### config.mk
export PLATFORM = sky130hd
export DESIGN_NAME = mode_sequencer
export DESIGN_NICKNAME = d
export VERILOG_FILES = /design/src/rtl/mode_sequencer.sv
export SDC_FILE = /design/constraint.sdc
export NUM_CORES = 1
export LEC_CHECK = 0
export CORE_UTILIZATION = 35
export CTS_CLUSTER_SIZE = 8
export DETAILED_ROUTE_END_ITERATION = 10
export GPL_TIMING_DRIVEN = 0
export PLACE_DENSITY = 0.61
export REMOVE_ABC_BUFFERS = 1
export SETUP_SLACK_MARGIN = 0.1
export SYNTH_ARGS = -nofsm -noshare
export SYNTH_HDL_FRONTEND = slang
export SYNTH_SLANG_ARGS = --single-unit
### constraint.sdc
create_clock -name clk -period 2 [get_ports clk]
set_input_delay 0.4 -clock clk [delete_from_list [all_inputs] [get_ports clk]]
set_output_delay 0.4 -clock clk [all_outputs]
set_load 0.05 [all_outputs]
### src/rtl/mode_sequencer.sv
// Transaction mode sequencer: IDLE -> WAITE -> LOAD (BEATS beats) -> DONE -> IDLE.
// Latency: start to done is 2+BEATS cycles with ready_in held high; all outputs registered/state-decoded.
// Backpressure: ready_in low stalls WAITE/LOAD; abort cancels an in-flight transaction.
//
// Ports:
//   clk          sole clock, rising edge
//   resetN       synchronous active-low reset
//   start        transaction request (honoured only in IDLE)
//   abort        cancel (honoured only in WAITE and LOAD, wins over ready_in)
//   ready_in     datapath ready; one beat accepted per high cycle in LOAD
//   mode_control READY=101 (IDLE/WAITE), SET=010 (LOAD), GO=110 (DONE)
//   sm_out       high only in IDLE
//   busy         high in WAITE and LOAD
//   done         one-cycle completion pulse (DONE state)
//   beat_cnt     beats accepted in the current or last transaction
//   timeout_err  one-cycle watchdog pulse (constant 0 unless enabled)
//
// Optional feature: define MODE_SEQ_TIMEOUT_EN to build the WAITE watchdog.

module mode_sequencer #(
  parameter int BEATS   = 4,
  parameter int TIMEOUT = 16
) (
  input  logic       clk,
  input  logic       resetN,
  input  logic       start,
  input  logic       abort,
  input  logic       ready_in,
  output logic [2:0] mode_control,
  output logic       sm_out,
  output logic       busy,
  output logic       done,
  output logic [7:0] beat_cnt,
  output logic       timeout_err
);

  localparam logic [1:0] ST_IDLE  = 2'd0;
  localparam logic [1:0] ST_WAITE = 2'd1;
  localparam logic [1:0] ST_LOAD  = 2'd2;
  localparam logic [1:0] ST_DONE  = 2'd3;

  localparam logic [2:0] MODE_READY = 3'b101;
  localparam logic [2:0] MODE_SET   = 3'b010;
  localparam logic [2:0] MODE_GO    = 3'b110;

  // Last beat index: the increment from this value completes the transaction.
  localparam logic [7:0] BEAT_LAST = 8'(BEATS - 1);

  // Elaboration-time parameter range checks.
  if (BEATS < 1 || BEATS > 255) begin : g_bad_beats
    $error("mode_sequencer: BEATS out of range 1..255");
  end
  if (TIMEOUT < 1 || TIMEOUT > 255) begin : g_bad_timeout
    $error("mode_sequencer: TIMEOUT out of range 1..255");
  end

  logic [1:0] state_q;
  logic [1:0] state_d;
  logic [7:0] beat_d;
  logic       wd_expire;

  always_comb begin
    state_d = state_q;
    beat_d  = beat_cnt;
    case (state_q)
      ST_IDLE: begin
        if (start) begin
          state_d = ST_WAITE;
          beat_d  = 8'd0;
        end
      end
      ST_WAITE: begin
        if (abort)         state_d = ST_IDLE;
        else if (ready_in) state_d = ST_LOAD;
        else if (wd_expire) state_d = ST_IDLE;
      end
      ST_LOAD: begin
        if (abort) begin
          state_d = ST_IDLE;
        end else if (ready_in) begin
          beat_d = beat_cnt + 8'd1;
          if (beat_cnt == BEAT_LAST) state_d = ST_DONE;
        end
      end
      ST_DONE: state_d = ST_IDLE;
      default: state_d = ST_IDLE;
    endcase
  end

  always_ff @(posedge clk) begin
    if (!resetN) begin
      state_q  <= ST_IDLE;
      beat_cnt <= 8'd0;
    end else begin
      state_q  <= state_d;
      beat_cnt <= beat_d;
    end
  end

`ifdef MODE_SEQ_TIMEOUT_EN
  localparam logic [7:0] WD_LAST = 8'(TIMEOUT - 1);

  logic [7:0] wd_cnt;
  logic       to_q;

  // Expires on the TIMEOUT-th consecutive idle WAITE cycle.
  assign wd_expire = (state_q == ST_WAITE) && !abort && !ready_in && (wd_cnt == WD_LAST);

  always_ff @(posedge clk) begin
    if (!resetN) begin
      wd_cnt <= 8'd0;
      to_q   <= 1'b0;
    end else begin
      to_q <= wd_expire;
      if (state_q == ST_WAITE && !abort && !ready_in && !wd_expire)
        wd_cnt <= wd_cnt + 8'd1;
      else
        wd_cnt <= 8'd0;
    end
  end

  assign timeout_err = to_q;
`else
  assign wd_expire   = 1'b0;
  assign timeout_err = 1'b0;
`endif

  always_comb begin
    mode_control = MODE_READY;
    case (state_q)
      ST_LOAD: mode_control = MODE_SET;
      ST_DONE: mode_control = MODE_GO;
      default: mode_control = MODE_READY;
    endcase
  end

  assign sm_out = (state_q == ST_IDLE);
  assign busy   = (state_q == ST_WAITE) || (state_q == ST_LOAD);
  assign done   = (state_q == ST_DONE);

endmodule

==> metrics.txt <==
outcome completed; Clock Skew 9.01 ps; vias in the first global route 503; Most Used Layer, Global Route met2; Die ar. 0.00202 sq mm; Syn. warnings 0; final wirelength 1.32 mm; hold_sp beat_cnt[5]$_SDFFE_PN0P_; leading area contributor after synthesis dfxtp_1; Primary FF master, synth dfxtp_1; Distinct cells, synth 32; CP arrival 1450 ps; worst slack at placement -373 ps; gpl congestion 0.720; gr usage total 14.6%; CP Max Fanout 11; fin nets 112; Hold EP beat_cnt[5]$_SDFFE_PN0P_; top cells by area, synth dfxtp_1 31%, ha_1 12%, a21oi_1 4.7%, inv_1 4.1%, nand2_1 4.1%; Worst R2R End beat_cnt[5]$_SDFFE_PN0P_; clk sinks 10; worst reg2reg setup slack 250 ps; Worst VDD drop just over 300 uV; FMAX 0.539 GHz; worst skew pair latency between 200 and 300 ps; fin crit share about 93%; Root Buffer clkbuf_4; slowest stage cell, crit path dfxtp_2; post-route ant nets 0; min Tclk post-route 1850 ps; Mapped Cells 79; core outline area between 0.0015 and 0.002 sq mm; placed cells 119; most common cell in the netlist dfxtp_1; Reg2Reg Depth 6; via count 613; Final Max Tran Viols 0; first drt pass iteration count 4; IO buf count 18; Post-Layout Cell Count 125; Async SR Flop Fraction 0%; global route total overflow 0; Power Dens Cells between 500 and 600 mW/mm^2; Post-synth EDFFs 0; M3 GR Usage between 4 and 5%; Leakage 0.435 nW; io pins 20; CTS buffer count 3; initial antenna violation count 0; post-synth top area share 31.0%; largest net degree at the start of global routing 12; Least-Margin Pin Slew between 400 and 500 ps; synth cell count leaders 10 x dfxtp_1, 7 x inv_1, 7 x nand2_1; maximum buffer depth of the clock tree 2; mapped cell area 646 sq um; setup ws final 146 ps; DIE WIDTH about 45 um; Max Cap Viol 0; Final HPWL DP 956 um; DRT iter0 DRCs 7; CTS tree built; Seq/Total Area, Yosys 31.0%; std cell rows 15; P&R area growth vs syn 41.3%; met1 usage between 10% and 20%; Critical Path End Type primary output; Ant. Diodes 0; Seq cells post-synth 10; # H-tree levels 1; Worst setup SP type register; fill cell count around 180; Syn Area/Cell 8.17 sq um; grt met2 use between 20% and 30%; DRC violation count after routing 0; Initial Utilization between 30 and 40%; crit-path max cell delay roughly 370 ps; worst r2r src state_q[1]$_SDFFE_PN0P_; Reg clk slew, reported paths 70 ps; Fin. Hold Viols 0; first-pass GRT wire length 2.17 mm; Req. time, crit path 1600 ps; hold crit path type register to register; drt wl/cell 10.6 um; WHS Path Cells 2; Post-CTS Hold Buffers 0; RSZ-0062 raised after global routing yes; via/cell ratio 4.90; normalized max-slew margin approximately 67%; Die Ht 45.0 um; CP Cell Sequence inv_2, ha_4, or2_2, inv_1, buf_4; worst setup path category register to primary output; # setup viols final 0; share of cells above drive strength 1 19.0%
[metal layers]
| metal | vias up | share of wire [%] |
|---|---|---|
| met4 | 0 | 0 |
| met5 | - | 0 |
| met3 | 0 | 4.3 |
| met1 | 274 | 50 |
| li1 | 323 | - |
| met2 | 16 | 45 |
[cells by family after synthesis]
| family | after synthesis | share of synthesized area [%] |
|---|---|---|
| AO/OA/AOI/OAI | 19 | 19.2 |
| XOR/XNOR | 2 | 2.71 |
| adder cells (fa/ha/maj) | 6 | 11.6 |
| buffers and inverters | 10 | 8.72 |
| flip-flops | 10 | 31.0 |
| multiplexers | 1 | 1.55 |
| other | 1 | 0.581 |
| AND/OR/NAND/NOR | 30 | 24.6 |
[sequential cells by signal, summed over array words and instances, names as in the netlist]
name      count
state_q       2
beat_cnt      8
[cells in the final DEF (no fill, tap or decap), types with 2 or more instances in the layout]
cell             synthesis  layout
nand2_1                  7       7
clkbuf_2                 0       2
or3_1                    2       2
o211ai_1                 2       2
clkdlybuf4s50_1          0       4
nand4_1                  2       2
o21ai_0                  2       2
buf_4                    1       3
or4_1                    3       3
a211oi_1                 2       2
nand3_1                  3       3
dlygate4sd2_1            0       5
clkbuf_4                 0       3
dfxtp_1                 10       8
ha_4                     0       2
nor2_1                   6       6
inv_1                    7       6
a21oi_1                  6       6
dlymetal6s2s_1           0       4
ha_1                     6       4
nand2b_1                 2       2
[cell type report]
type                    instances  area, sq um  share of cell area [%]
multi-input cells              59          415                    45.5
repair buffers                 20          198                    21.7
clock buffers                   4         36.3                    3.98
well taps                      25         31.3                    3.43
flip-flops and latches         10          205                    22.5
inverters                       7         26.3                    2.88
[repair_timing]
action | in CTS | in global routing
endpoints found under the setup margin | 14 | 12
endpoints found under the hold margin | 0 | 0
resized for setup | 25 | 15
buffers inserted | 2 | 0
[stage by stage]
step                total power, mW  util (%)  cell area, sq um  hold slack, ps  setup TNS [ps]
CTS                           0.538      51.1               882             513               0
detailed placement            0.346      47.9               827             508            -781
floorplan                     0.307         -               616             495            -145
finish                        0.542      52.8               912             513               0
global route                  0.566      52.8               912             540               0
global placement              0.346      47.9               827             489            -747
[how the worst max path moves through the flow]
stage / start / to / slack, ps
6_report: state_q[0]$_SDFFE_PN0P_ / mode_control[0] / 150
4_1_cts: state_q[0]$_SDFFE_PN0P_ / mode_control[0] / 10
2_1_floorplan: state_q[0]$_SDFFE_PN0P_ / beat_cnt[5]$_SDFFE_PN0P_ / -120
5_1_grt: state_q[0]$_SDFFE_PN0P_ / mode_control[0] / 60
3_5_place_dp: state_q[0]$_SDFFE_PN0P_ / mode_control[0] / -370
3_3_place_gp: state_q[0]$_SDFFE_PN0P_ / mode_control[0] / -380
[report_power, final]
part	internal [mW]	total [mW]	switching [mW]
Clock	0.110	0.183	0.0726
Combinational	0.0555	0.146	0.0901
Sequential	0.204	0.213	0.00871
Total	0.370	0.542	0.171
[worst max-delay path, delay by kind of cell, from the launching register on]
kind                     cells  cell delay, ps
flip-flops                   1             370
buffers and inverters        3             310
adder cells (fa/ha/maj)      1             200
AND/OR/NAND/NOR              1             300
Power figures use the tool's default switching activity.
